--- config.mk ---
export PLATFORM = sky130hd
export DESIGN_NAME = mux_arb_nx1
export DESIGN_NICKNAME = d
export VERILOG_FILES = /design/src/rtl/mux_arb_nx1_pkg.sv /design/src/rtl/mux_arb_nx1_fifo_sync.sv /design/src/rtl/mux_arb_nx1.sv
export SDC_FILE = /design/constraint.sdc
export NUM_CORES = 1
export LEC_CHECK = 0
export ABC_AREA = 1
export CAP_MARGIN = 0
export CORE_MARGIN = 2
export CORE_UTILIZATION = 38
export CTS_CLUSTER_DIAMETER = 150
export DETAILED_ROUTE_END_ITERATION = 10
export GPL_TIMING_DRIVEN = 0
export PLACE_DENSITY = 0.66
export RECOVER_POWER = 50
export SLEW_MARGIN = 20
export SYNTH_ARGS = -nofsm -noshare
export SYNTH_HDL_FRONTEND = slang
export SYNTH_SLANG_ARGS = --single-unit
--- constraint.sdc ---
create_clock -name clk -period 3.05 [get_ports clk]
set_input_delay 0.7625 -clock clk [delete_from_list [all_inputs] [get_ports clk]]
set_output_delay 0.7625 -clock clk [all_outputs]
set_load 0.05 [all_outputs]
--- src/rtl/mux_arb_nx1_pkg.sv ---
// mux_arb_nx1_pkg: shared arbitration-mode constants and a channel-index width helper.
package mux_arb_nx1_pkg;
   localparam int MODE_FIXED = 0;
   localparam int MODE_RR    = 1;
   function automatic int ch_w(input int n);
      return (n > 2) ? $clog2(n) : 1;
   endfunction
endpackage

--- src/rtl/mux_arb_nx1_fifo_sync.sv ---
// fifo_sync: single-clock FIFO with drop-on-full push and a one-cycle overflow pulse.
module fifo_sync #(
   parameter int DATA_SIZE  = 12,
   parameter int FIFO_DEPTH = 4
) (
   input  logic                 clk,
   input  logic                 reset,
   input  logic                 i_push,
   input  logic [DATA_SIZE-1:0] i_data,
   input  logic                 i_pop,
   output logic [DATA_SIZE-1:0] o_data,
   output logic                 o_full,
   output logic                 o_empty,
   output logic                 o_overflow
);
   localparam int AW = $clog2(FIFO_DEPTH);
   logic [DATA_SIZE-1:0] r_mem [FIFO_DEPTH];
   logic [AW-1:0]        r_wr_ptr, r_rd_ptr;
   logic [AW:0]          r_count;
   logic                 w_push, w_pop;
   assign o_full  = r_count == (AW+1)'(FIFO_DEPTH);
   assign o_empty = r_count == '0;
   assign o_data  = r_mem[r_rd_ptr];
   assign w_pop   = i_pop && !o_empty;
   // a full FIFO still takes a push when it pops in the same cycle
   assign w_push  = i_push && (!o_full || w_pop);
   always_ff @(posedge clk) begin
      if (reset) begin
         r_wr_ptr   <= '0;
         r_rd_ptr   <= '0;
         r_count    <= '0;
         o_overflow <= 1'b0;
      end else begin
         if (w_push) r_wr_ptr <= r_wr_ptr + AW'(1);
         if (w_pop) r_rd_ptr <= r_rd_ptr + AW'(1);
         r_count    <= r_count + (AW+1)'(w_push) - (AW+1)'(w_pop);
         o_overflow <= i_push && !w_push;
      end
   end
   always_ff @(posedge clk) begin
      if (!reset && w_push) r_mem[r_wr_ptr] <= i_data;
   end
endmodule

--- src/rtl/mux_arb_nx1.sv ---
// mux_arb_nx1: per-channel FIFOs merged by a fixed-priority or round-robin arbiter
// into one registered, ready/valid output word.
module mux_arb_nx1
   import mux_arb_nx1_pkg::*;
#(
   parameter int DATA_SIZE  = 12,
   parameter int NUM_CH     = 4,
   parameter int FIFO_DEPTH = 4,
   parameter int MODE       = 0
) (
   input  logic                        clk,
   input  logic                        reset,
   input  logic [NUM_CH*DATA_SIZE-1:0] data_in,
   input  logic [NUM_CH-1:0]           valid_in,
   input  logic                        ready_out,
   output logic [DATA_SIZE-1:0]        data_out_mux,
   output logic                        valid_out,
   output logic [ch_w(NUM_CH)-1:0]     grant,
   output logic [NUM_CH-1:0]           full,
   output logic [NUM_CH-1:0]           empty,
   output logic [NUM_CH-1:0]           overflow
);
   localparam int CH_W = ch_w(NUM_CH);
   logic [DATA_SIZE-1:0] w_fifo_data [NUM_CH];
   logic [NUM_CH-1:0]    w_pop;
   logic [CH_W-1:0]      w_win, w_win_fix, w_win_rr, r_rr_ptr;
   logic                 w_any, w_load, w_rr_found;
   assign w_any  = !(&empty);
   assign w_load = !valid_out || ready_out;
   assign w_win  = (MODE == MODE_RR) ? w_win_rr : w_win_fix;
   for (genvar g = 0; g < NUM_CH; g++) begin : g_ch
      assign w_pop[g] = w_load && w_any && (w_win == CH_W'(g));
      fifo_sync #(.DATA_SIZE(DATA_SIZE), .FIFO_DEPTH(FIFO_DEPTH)) u_fifo (
         .clk       (clk),
         .reset     (reset),
         .i_push    (valid_in[g]),
         .i_data    (data_in[g*DATA_SIZE +: DATA_SIZE]),
         .i_pop     (w_pop[g]),
         .o_data    (w_fifo_data[g]),
         .o_full    (full[g]),
         .o_empty   (empty[g]),
         .o_overflow(overflow[g])
      );
   end
   // later (higher) indices overwrite earlier ones, so the highest non-empty wins
   always_comb begin
      w_win_fix = '0;
      for (int i = 0; i < NUM_CH; i++)
         if (!empty[i]) w_win_fix = CH_W'(i);
   end
   always_comb begin
      w_win_rr   = '0;
      w_rr_found = 1'b0;
      for (int k = 0; k < NUM_CH; k++) begin
         int j;
         j = int'(r_rr_ptr) + k;
         j = (j >= NUM_CH) ? j - NUM_CH : j;
         if (!w_rr_found && !empty[j]) begin
            w_win_rr   = CH_W'(j);
            w_rr_found = 1'b1;
         end
      end
   end
   always_ff @(posedge clk) begin
      if (reset) begin
         data_out_mux <= '0;
         grant        <= '0;
         valid_out    <= 1'b0;
         r_rr_ptr     <= '0;
      end else if (w_load) begin
         valid_out <= w_any;
         if (w_any) begin
            data_out_mux <= w_fifo_data[w_win];
            grant        <= w_win;
            r_rr_ptr     <= (w_win == CH_W'(NUM_CH-1)) ? '0 : w_win + CH_W'(1);
         end
      end
   end
endmodule
== After elaboration in Yosys (flattened, before gate mapping) ==
Memories as Yosys holds them, arrays and structs flattened. A register that Yosys moved wholly into a read port is not among the register bits.
Cells that the tools add are included.
Widths: inputs -> output; s select.

* Reductions and logical operators: 48
* Eq/ne operators: 7
* Order comparisons: 1
* Muxes and demuxes: 22
* Add/subtract/negate cells: 16
* Bitwise operators: 2

{| class="wikitable"
|+ Operator list
! cell !! number
|-
| $bmux 12 s2 || 1
|-
| $mux 12 || 2
|-
| $logic_and 1x1->1 || 21
|-
| $mux 2 || 10
|-
| $add 2x1->2 const B || 8
|-
| $logic_not 1->1 || 15
|-
| $add 3x1->3 || 4
|-
| $eq 3x3->1 const B || 4
|-
| $logic_not 3->1 || 4
|-
| $sub 3x1->3 || 4
|-
| $mux 1 || 9
|-
| $logic_or 1x1->1 || 5
|-
| $eq 2x2->1 const B || 2
|-
| $reduce_and 4->1 || 1
|-
| $ge 3x3->1 const B || 1
|-
| $not 2->3 || 1
|-
| $eq 2x1->1 const B || 1
|-
| $logic_not 2->1 || 1
|-
| $reduce_and 2->1 || 1
|-
| $not 1->1 || 1
|}

* Register bits after elaboration: 47
* Memories kept: 4
* RAM bits: 192
* Logic and storage cells: 119
* Output and inout port bits: 27
* Input port bits: 55

{| class="wikitable"
|+ Memory list
! name !! depth !! width !! rd ports !! clocked after Yosys merged registers in !! wr ports !! line !! text
|-
| g_ch[0].u_fifo.r_mem || 4 || 12 || 1 || 1 || 1 || mux_arb_nx1_fifo_sync.sv:17 || <nowiki>logic [DATA_SIZE-1:0] r_mem [FIFO_DEPTH];</nowiki>
|-
| g_ch[1].u_fifo.r_mem || 4 || 12 || 1 || 1 || 1 || mux_arb_nx1_fifo_sync.sv:17 ||
|-
| g_ch[2].u_fifo.r_mem || 4 || 12 || 1 || 1 || 1 || mux_arb_nx1_fifo_sync.sv:17 ||
|-
| g_ch[3].u_fifo.r_mem || 4 || 12 || 1 || 1 || 1 || mux_arb_nx1_fifo_sync.sv:17 ||
|}

== Longest topological paths before layout ==
Gate-level depths: netlist of the first run.

* Word-level depth: 12
* Gate-level depth with buffers: 14
* Gate-level depth less buffers: 14

== Cells and area by module ==
A second synthesis of the first run with hierarchy kept.

* Cell total of the unflattened synthesis: 1003
* Area total of the unflattened synthesis: 10626.4 µm²

{| class="wikitable"
|+ By module, submodules not included
! module !! cells an instance !! instances !! sequential area each (µm²) !! area an instance (µm²)
|-
| fifo_sync at g_ch[2].u_fifo ... || 191 || 2 || 1641.6 || 2338.5
|-
| fifo_sync at g_ch[0].u_fifo ... || 191 || 2 || 1641.6 || 2326.0
|-
| mux_arb_nx1 || 239 || 1 || 300.3 || 1297.5
|}

== Least setup slack after synthesis of the first run ==
No wires, ideal clock.

* Path kind: input to register
* Start: in ready_out
* End: reg g_ch[3].u_fifo.r_count[2]
* Arrival: 2468 ps
* Library setup time: 70 ps
* Setup slack: 512 ps
* Path buffers: 0
* Required time: 2980 ps
* Stages: 11
* Path through: nor2_1 inv_2 nand3_1 inv_1 ha_1 inv_1 ha_1 fa_1 inv_1 o21ai_0 a21oi_1

* Cells in the longest elaborated chain, start to end: 8

{| class="wikitable"
|+ Ends and longest elaborated chain
! element !! line !! text
|-
| start: declaration || mux_arb_nx1.sv:15 || <nowiki>input logic ready_out,</nowiki>
|-
| $logic_or 1x1->1 (*) || mux_arb_nx1.sv:29 || <nowiki>assign w_load = !valid_out || ready_out;</nowiki>
|-
| $logic_and 1x1->1 (*) (2 in a row) || mux_arb_nx1.sv:32 || <nowiki>assign w_pop[g] = w_load && w_any && (w_win == CH_W'(g));</nowiki>
|-
| $logic_and 1x1->1 (*) || mux_arb_nx1_fifo_sync.sv:24 || <nowiki>assign w_pop = i_pop && !o_empty;</nowiki>
|-
| via g_ch[3].u_fifo.w_pop || mux_arb_nx1_fifo_sync.sv:20 || <nowiki>logic w_push, w_pop;</nowiki>
|-
| $logic_or 1x1->1 || mux_arb_nx1_fifo_sync.sv:26 || <nowiki>assign w_push = i_push && (!o_full || w_pop);</nowiki>
|-
| $logic_and 1x1->1 || mux_arb_nx1_fifo_sync.sv:26 ||
|-
| $add 3x1->3 || mux_arb_nx1_fifo_sync.sv:36 || <nowiki>r_count <= r_count + (AW+1)'(w_push) - (AW+1)'(w_pop);</nowiki>
|-
| $sub 3x1->3 (*) || mux_arb_nx1_fifo_sync.sv:36 ||
|-
| end signal: assignment || mux_arb_nx1_fifo_sync.sv:36 ||
|-
| end: declaration || mux_arb_nx1_fifo_sync.sv:19 || <nowiki>logic [AW:0] r_count;</nowiki>
|}

The timed path passes the listed nets; every way through them passes the cells marked *.
A chain may end at the register's enable or synchronous reset.

== Worst setup path after layout of the first run ==
* Start: reg g_ch[2].u_fifo.r_count[2]
* End: out full[2]

* Cells in the longest elaborated chain, start to end: 1

{| class="wikitable"
|+ Ends and longest elaborated chain
! element !! line !! text
|-
| start: declaration || mux_arb_nx1_fifo_sync.sv:19 ||
|-
| start signal: assignment || mux_arb_nx1_fifo_sync.sv:36 ||
|-
| $eq 3x3->1 || mux_arb_nx1_fifo_sync.sv:21 || <nowiki>assign o_full = r_count == (AW+1)'(FIFO_DEPTH);</nowiki>
|-
| end: declaration || mux_arb_nx1.sv:19 || <nowiki>output logic [NUM_CH-1:0] full,</nowiki>
|}

No other way between the ends.

==> results of run 1 <==
## final cells by class
cell class | instances | share of cell area, %
well taps | 384 | 3.70
multi-input cells | 637 | 24.0
clock buffers | 32 | 5.02
clock inverters | 11 | 0.655
inverters | 183 | 5.30
plain buffers | 50 | 2.24
repair buffers | 81 | 6.27
flip-flops and latches | 247 | 52.8
## power groups by stage
| stage | clock network [mW] | logic, mW | registers [mW] |
|---|---|---|---|
| 6_report | 2.79 | 4.24 | 4.20 |
| 3_3_place_gp | 0 | 4.25 | 4.26 |
| 3_5_place_dp | 0 | 4.32 | 4.27 |
| 4_1_cts | 2.85 | 4.34 | 4.20 |
| 2_1_floorplan | 0 | 2.80 | 4.47 |
| 5_1_grt | 2.97 | 4.71 | 4.23 |
## sequential cells by signal, summed over array words and instances (netlist names), named ones only
register and flops:
g_ch.u_fifo.o_overflow 4, g_ch.u_fifo.r_rd_ptr 8, g_ch.u_fifo.r_wr_ptr 8, valid_out 1
grant 2, g_ch.u_fifo.r_count 12, data_out_mux 12, g_ch.u_fifo.r_mem 192
## worst max path at each step
stage	from	end	slack (ns)	cells past startpoint
floorplan	ready_out	g_ch[3].u_fifo.r_count[2]	0.51	11
global placement	ready_out	g_ch[2].u_fifo.r_mem[2][8]	-0.29	9
detailed placement	ready_out	g_ch[2].u_fifo.r_mem[1][8]	-0.35	9
CTS	g_ch[0].u_fifo.r_count[1]	full[0]	0.02	5
global route	g_ch[2].u_fifo.r_count[2]	full[2]	0.04	4
finish	g_ch[2].u_fifo.r_count[2]	full[2]	0.17	4
## metal layers
| layer | GRT usage (%) | vias up | routed length (µm) |
|---|---|---|---|
| met5 | 0 | - | 0 |
| met3 | 2.08 | 32 | 1080 |
| met1 | 21.8 | 3458 | 11200 |
| li1 | - | 3765 | - |
| met2 | 26.6 | 162 | 11500 |
| met4 | 4.69 | 0 | 529 |
## cell families (layout without fill, tap and decap cells)
family                   Yosys count  in the layout
flip-flops                       247            247
AO/OA/AOI/OAI                     65             65
XOR/XNOR                           4              4
adder cells (fa/ha/maj)           28             28
AND/OR/NAND/NOR                  540            540
buffers and inverters            233            357
## cell usage after synthesis (9+ instances only)
cell type  count  area, µm²
a21oi_1       22        110
buf_2         17       85.1
buf_4         13       97.6
clkbuf_1      15       56.3
dfxtp_1       55       1100
edfxtp_1     192       5770
ha_1          24        300
inv_1        172        646
inv_2          9       33.8
nand2_1      307       1150
nand2_2       10       62.6
nand3_1      106        531
nor2_1        91        342
o21ai_0       32        160
## tightest hold or removal path, cell delays in order (launching register included)
cell and delay (ns):
dfxtp_1 0.31, inv_1 0.06, a21oi_1 0.06
## timing repair
| action | CTS | global route |
|---|---|---|
| setup endpoints to repair | 3 | 3 |
| gates resized for setup | 3 | 3 |
| gates cloned | 0 | 0 |
==> impl_metrics.csv, run 1 <==
group,metric,value,unit
logic_synthesis,muxShareOfSynthArea,0,%
clock_network,clk_transition_reported_paths,0.06,ns
routing,totalWireLength,24200,µm
clock_network,post-cts-setup-buffer-count,0,
worst_setup_path,crit_path_max_fanout,3,
cells_and_area,fin_area,0.0130,mm²
power,leakage,5.55,nW
min_path,hold_class,"reg2reg",
grt,grt_max_degree,15,
routing,avgViaCountPerCell,4.56,
logic_synthesis,syn_area,0.0110,mm²
cells_and_area,area_delta_synth_final,18.4,%
floorplanning,chipWidth,174,µm
place,dp_slack,-0.351,ns
logic_synthesis,syn_nets,1200,
grt,grt_pass1_wl,37800,µm
routing,drc,0,
sta,fin_skew,0.00533,ns
place,place_area,0.0123,mm²
cells_and_area,layout_commonest_cell,"nand2_1",
sta,rsz0062_at_grt,"no",
sta,fin_crit_sh,94.3,%
logic_synthesis,ys_ff_latch,247,
cells_and_area,layout_common_cells,"nand2_1, edfxtp_1, inv_1",
worst_setup_path,crit_path_max_incr_delay,0.79,ns
worst_setup_path,timing.rr.start,"g_ch[2].u_fifo.r_count[1]",
logic_synthesis,yosys_warnings,0,
power,total_power,11.2,mW
place,gp_congestion,0.770,
worst_setup_path,r2r_cells,14,
min_path,holdPathStages,2,
place,port_buffers,81,
power,swShare,38.0,%
logic_synthesis,ys_seq_area_share,62.6,%
grt,antenna_found_initial,0,
worst_setup_path,cp.arrival,2.11,ns
worst_setup_path,setup.worst_path.end_class,"output pin",
worst_setup_path,cp_cell_sequence,"inv_1, nor3_1, buf_4, clkdlybuf4s50_1",
logic_synthesis,synthSimpleGateAreaFrac,21.3,%
worst_setup_path,regToRegSetupSlack,0.47,ns
power,p_sw,4.27,mW
worst_setup_path,cp.required,2.29,ns
floorplanning,fp.dieH,174,µm
worst_setup_path,crit_type,"reg2out",
min_path,hp-start,"g_ch[2].u_fifo.r_rd_ptr[0]",
clock_network,clk_latency,0.51,ns
routing,via_count,7417,
floorplanning,die_area,0.0303,mm²
routing,wire_per_inst,14.9,µm
cells_and_area,n_fill_cell,2720,
floorplanning,io_pins,82,
clock_network,cts_htree_levels,1,
grt,track_usage,15.9,%
logic_synthesis,synth_top_family_by_area,"simple AND/OR/NAND/NOR gates",
clock_network,cts-root-buf,"clkbuf_16",
power,p_int,6.96,mW
sta,postLayoutSetupSlackWorst,0.174,ns
worst_setup_path,crit_path_start_kind,"flop",
routing,drt_pass1_iterations,5,
power,clockPowerShare,24.8,%
cells_and_area,multi_input_area,0.00312,mm²
sta,finalSetupTns,0,ns
worst_setup_path,cp_top_family,"buffers and inverters",
routing,ant_nets,0,
sta,clock.fmax,348,MHz
routing,drt_iter0_markers,434,
cells_and_area,nNetsFinal,1307,
clock_network,clock_path_buffers,3,
cells_and_area,drive_above_1_share,8.94,%
logic_synthesis,synthDistinctLibCells,36,
logic_synthesis,syn_inst,1117,
grt,grt_pass1_vias,7185,
sta,slew_viol_final,0,
logic_synthesis,synth-edff-count,192,
cells_and_area,seqCellArea,0.00687,mm²
power,comb_power_share,37.7,%
logic_synthesis,synth-xor-area-share,0.319,%
power,p_seq_share,37.4,%
worst_setup_path,reg2reg_to,"g_ch[1].u_fifo.r_count[2]",
worst_setup_path,crit_buf_inv,3,
sta,worstMarginPinSlew,0.769,ns
logic_synthesis,ys.flop_type,"edfxtp_1",
clock_network,cts_num_sinks,247,
logic_synthesis,synthArstFlopShare,0,%
cells_and_area,post-route-util,45.5,%
cells_and_area,diodes,0,
grt,overflow,0,
sta,setup_viol_count_final,0,
floorplanning,rows,62,
sta,hold_viol,0,
worst_setup_path,crit_slowest_cell,"clkdlybuf4s50_1",
sta,maxSlewHeadroom,48.7,%
floorplanning,initial_core_util,38.5,%
place,dp_hpwl,17000,µm
logic_synthesis,synth_compound_area_share,3.23,%
logic_synthesis,synth.avg_cell_area,9.83,µm²
clock_network,cts_tree,"built",
job,drv_cap,0,
clock_network,cts_hold_buf,0,
min_path,min_to,"g_ch[2].u_fifo.r_rd_ptr[0]",
run_status,outcome,"finished, final reports clean",
cells_and_area,fin_cells,1625,
floorplanning,core,0.0285,mm²
power,ir_drop,0.567,mV
logic_synthesis,synth_adder_area_share,3.47,%
clock_network,numCtsBuffers,24,
sta,whs,0.468,ns
place,place_inst,1582,
sta,finalCriticalPeriod,2.88,ns
power,power_per_cell_area,864,mW/mm²
No activity file was read; power rests on OpenSTA's default activity.
==> inputs of run 2 (changes only) <==
CORE_UTILIZATION = 48   (was 38)
PLACE_DENSITY = 0.77   (was 0.66)
==> run 2 against run 1 <==
Net effect: maximum frequency shrank 3.2%; power barely moved; critical path depth grew 2; register-to-register slack worse by 0.16 ns; via count increased by 2.8%; worst hold slack better by 0.0049 ns; critical endpoint is now empty[3]; clock skew is 0.0033 ns higher; highest routed layer unchanged; first-iteration DRC count increased by 43%; setup slack got worse by 0.095 ns.
==> impl_metrics.csv, run 2 (synthesized netlist as in run 1, its figures left out) <==
group,metric,value,unit
run_status,outcome,"finished, final reports clean",
worst_setup_path,crit_path_start_kind,"flop",
clock_network,post-cts-setup-buffer-count,0,
job,drv_cap,0,
cells_and_area,n_fill_cell,1837,
cells_and_area,layout_commonest_cell,"nand2_1",
grt,grt_pass1_wl,37100,µm
min_path,hold_class,"reg2reg",
power,swShare,38.0,%
routing,totalWireLength,23700,µm
cells_and_area,largest_reg_flops,192,
worst_setup_path,reg2reg_to,"g_ch[1].u_fifo.r_mem[3][9]",
routing,drt_pass1_iterations,5,
power,leakage,5.55,nW
place,gp_congestion,0.798,
worst_setup_path,r2r_cells,9,
clock_network,cts-root-buf,"clkbuf_16",
power,total_power,11.2,mW
grt,busiest_layer,"met2",
cells_and_area,top_register,"g_ch.u_fifo.r_mem",
worst_setup_path,cp.required,2.29,ns
min_path,hp-start,"grant[0]",
place,dp_hpwl,16300,µm
cells_and_area,post-route-util,57.1,%
floorplanning,initial_core_util,48.6,%
power,power_per_cell_area,871,mW/mm²
power,ir_drop,0.578,mV
cells_and_area,area_delta_synth_final,17.4,%
floorplanning,die_area,0.0241,mm²
grt,overflow,0,
sta,hold_viol,0,
sta,clock.fmax,337,MHz
sta,maxSlewHeadroom,20.9,%
worst_setup_path,timing.rr.start,"g_ch[2].u_fifo.r_count[1]",
cells_and_area,drive_above_1_share,9.26,%
sta,finalSetupTns,0,ns
sta,fin_crit_sh,97.4,%
min_path,holdPathStages,2,
routing,avgViaCountPerCell,4.99,
sta,whs,0.473,ns
worst_setup_path,crit_type,"reg2out",
cells_and_area,reg_top3,"g_ch.u_fifo.r_mem x192, data_out_mux x12, g_ch.u_fifo.r_count x12",
sta,fin_skew,0.00859,ns
sta,worstMarginPinSlew,1.18,ns
floorplanning,rows,55,
grt,track_usage,19.7,%
clock_network,clock_path_buffers,3,
clock_network,numCtsBuffers,24,
routing,wire_per_inst,15.5,µm
grt,grt_use_met1,26.4,%
routing,drc,0,
clock_network,cts_htree_levels,1,
sta,rsz0062_at_grt,"no",
sta,finalCriticalPeriod,2.97,ns
clock_network,clk_transition_reported_paths,0.06,ns
worst_setup_path,crit_path_max_fanout,10,
clock_network,cts_num_sinks,247,
cells_and_area,nNetsFinal,1307,
grt,groute.layer.met3.usage,2.34,%
clock_network,cts_tree,"built",
clock_network,clk_latency,0.51,ns
routing,drt_iter0_markers,622,
grt,grt_max_degree,15,
routing,ant_nets,0,
min_path,min_to,"grant[0]",
grt,grt_pass1_vias,7296,
floorplanning,fp.dieH,155,µm
cells_and_area,layout_common_cells,"nand2_1, edfxtp_1, inv_1",
sta,setup_viol_count_final,0,
floorplanning,chipWidth,155,µm
worst_setup_path,cp.arrival,2.21,ns
worst_setup_path,regToRegSetupSlack,0.31,ns
floorplanning,io_pins,82,
power,comb_power_share,37.9,%
power,p_seq_share,37.5,%
grt,gr-usage-met2,33.2,%
sta,slew_viol_final,0,
clock_network,cts_hold_buf,0,
worst_setup_path,setup.worst_path.end_class,"output pin",
power,clockPowerShare,24.7,%
place,port_buffers,81,
grt,antenna_found_initial,0,
routing,via_count,7623,
floorplanning,core,0.0226,mm²
power,p_sw,4.26,mW
cells_and_area,diodes,0,
power,p_int,6.96,mW
-- run 2: how the worst max path moves through the flow --
| stage | startpoint | end | slack (ns) | cells past startpoint |
|---|---|---|---|---|
| after detailed placement | ready_out | g_ch[2].u_fifo.r_mem[0][6] | -0.36 | 9 |
| after CTS | g_ch[0].u_fifo.r_count[1] | empty[0] | 0.01 | 3 |
| after global placement | ready_out | g_ch[2].u_fifo.r_mem[1][7] | -0.29 | 9 |
| after global routing | ready_out | g_ch[3].u_fifo.r_count[2] | 0.004 | 12 |
| final | g_ch[3].u_fifo.r_count[1] | empty[3] | 0.08 | 6 |
| after floorplan | ready_out | g_ch[3].u_fifo.r_count[2] | 0.51 | 11 |
-- run 2: what timing repair did --
action / 4_1_cts / 5_1_grt
gates resized for setup: 2 / 3
pin swaps: 0 / 0
endpoints found under the setup margin: 2 / 2
gates cloned: 0 / 0
-- run 2: final cells by class --
| cell class | instances | area [µm²] | area share (%) |
|---|---|---|---|
| sequential | 247 | 6870 | 53.3 |
| multi-input combinational | 637 | 3140 | 24.3 |
| inverter | 183 | 688 | 5.34 |
| clock buffer | 36 | 697 | 5.41 |
| tap | 285 | 357 | 2.77 |
| buffer | 50 | 294 | 2.28 |
| clock inverter | 8 | 40.0 | 0.311 |
| timing repair buffer | 81 | 808 | 6.27 |
-- run 2: metal layers --
layer  up-vias  wire length [µm]
met5         -                 0
met4         0               734
met3        50              1220
met2       223             11500
met1      3570             10200
li1       3780                 -
-- run 2: stage by stage --
| step | area [µm²] | instances | setup WS [ns] |
|---|---|---|---|
| final | 12900 | 1527 | 0.0785 |
| after global routing | 12900 | 1527 | 0.00443 |
| after CTS | 12900 | 1527 | 0.0142 |
| after detailed placement | 12200 | 1483 | -0.356 |
| after global placement | 12100 | 1483 | -0.292 |
| after floorplan | 11000 | 1117 | 0.512 |
-- run 2: critical path: stages (launching register included) --
cell and delay (ns):
dfxtp_1 0.32, inv_2 0.13, nand2_4 0.08, nor2_8 0.12
buf_12 0.15, buf_4 0.11, clkdlybuf4s50_1 0.79
-- run 2: power by group through the flow --
stage                     clock network (mW)  logic, mW  registers (mW)
final                                   2.77       4.25            4.20
after global routing                    2.92       4.72            4.24
after CTS                               2.79       4.30            4.20
after detailed placement                   0       4.27            4.27
after global placement                     0       4.18            4.26
after floorplan                            0       2.80            4.47
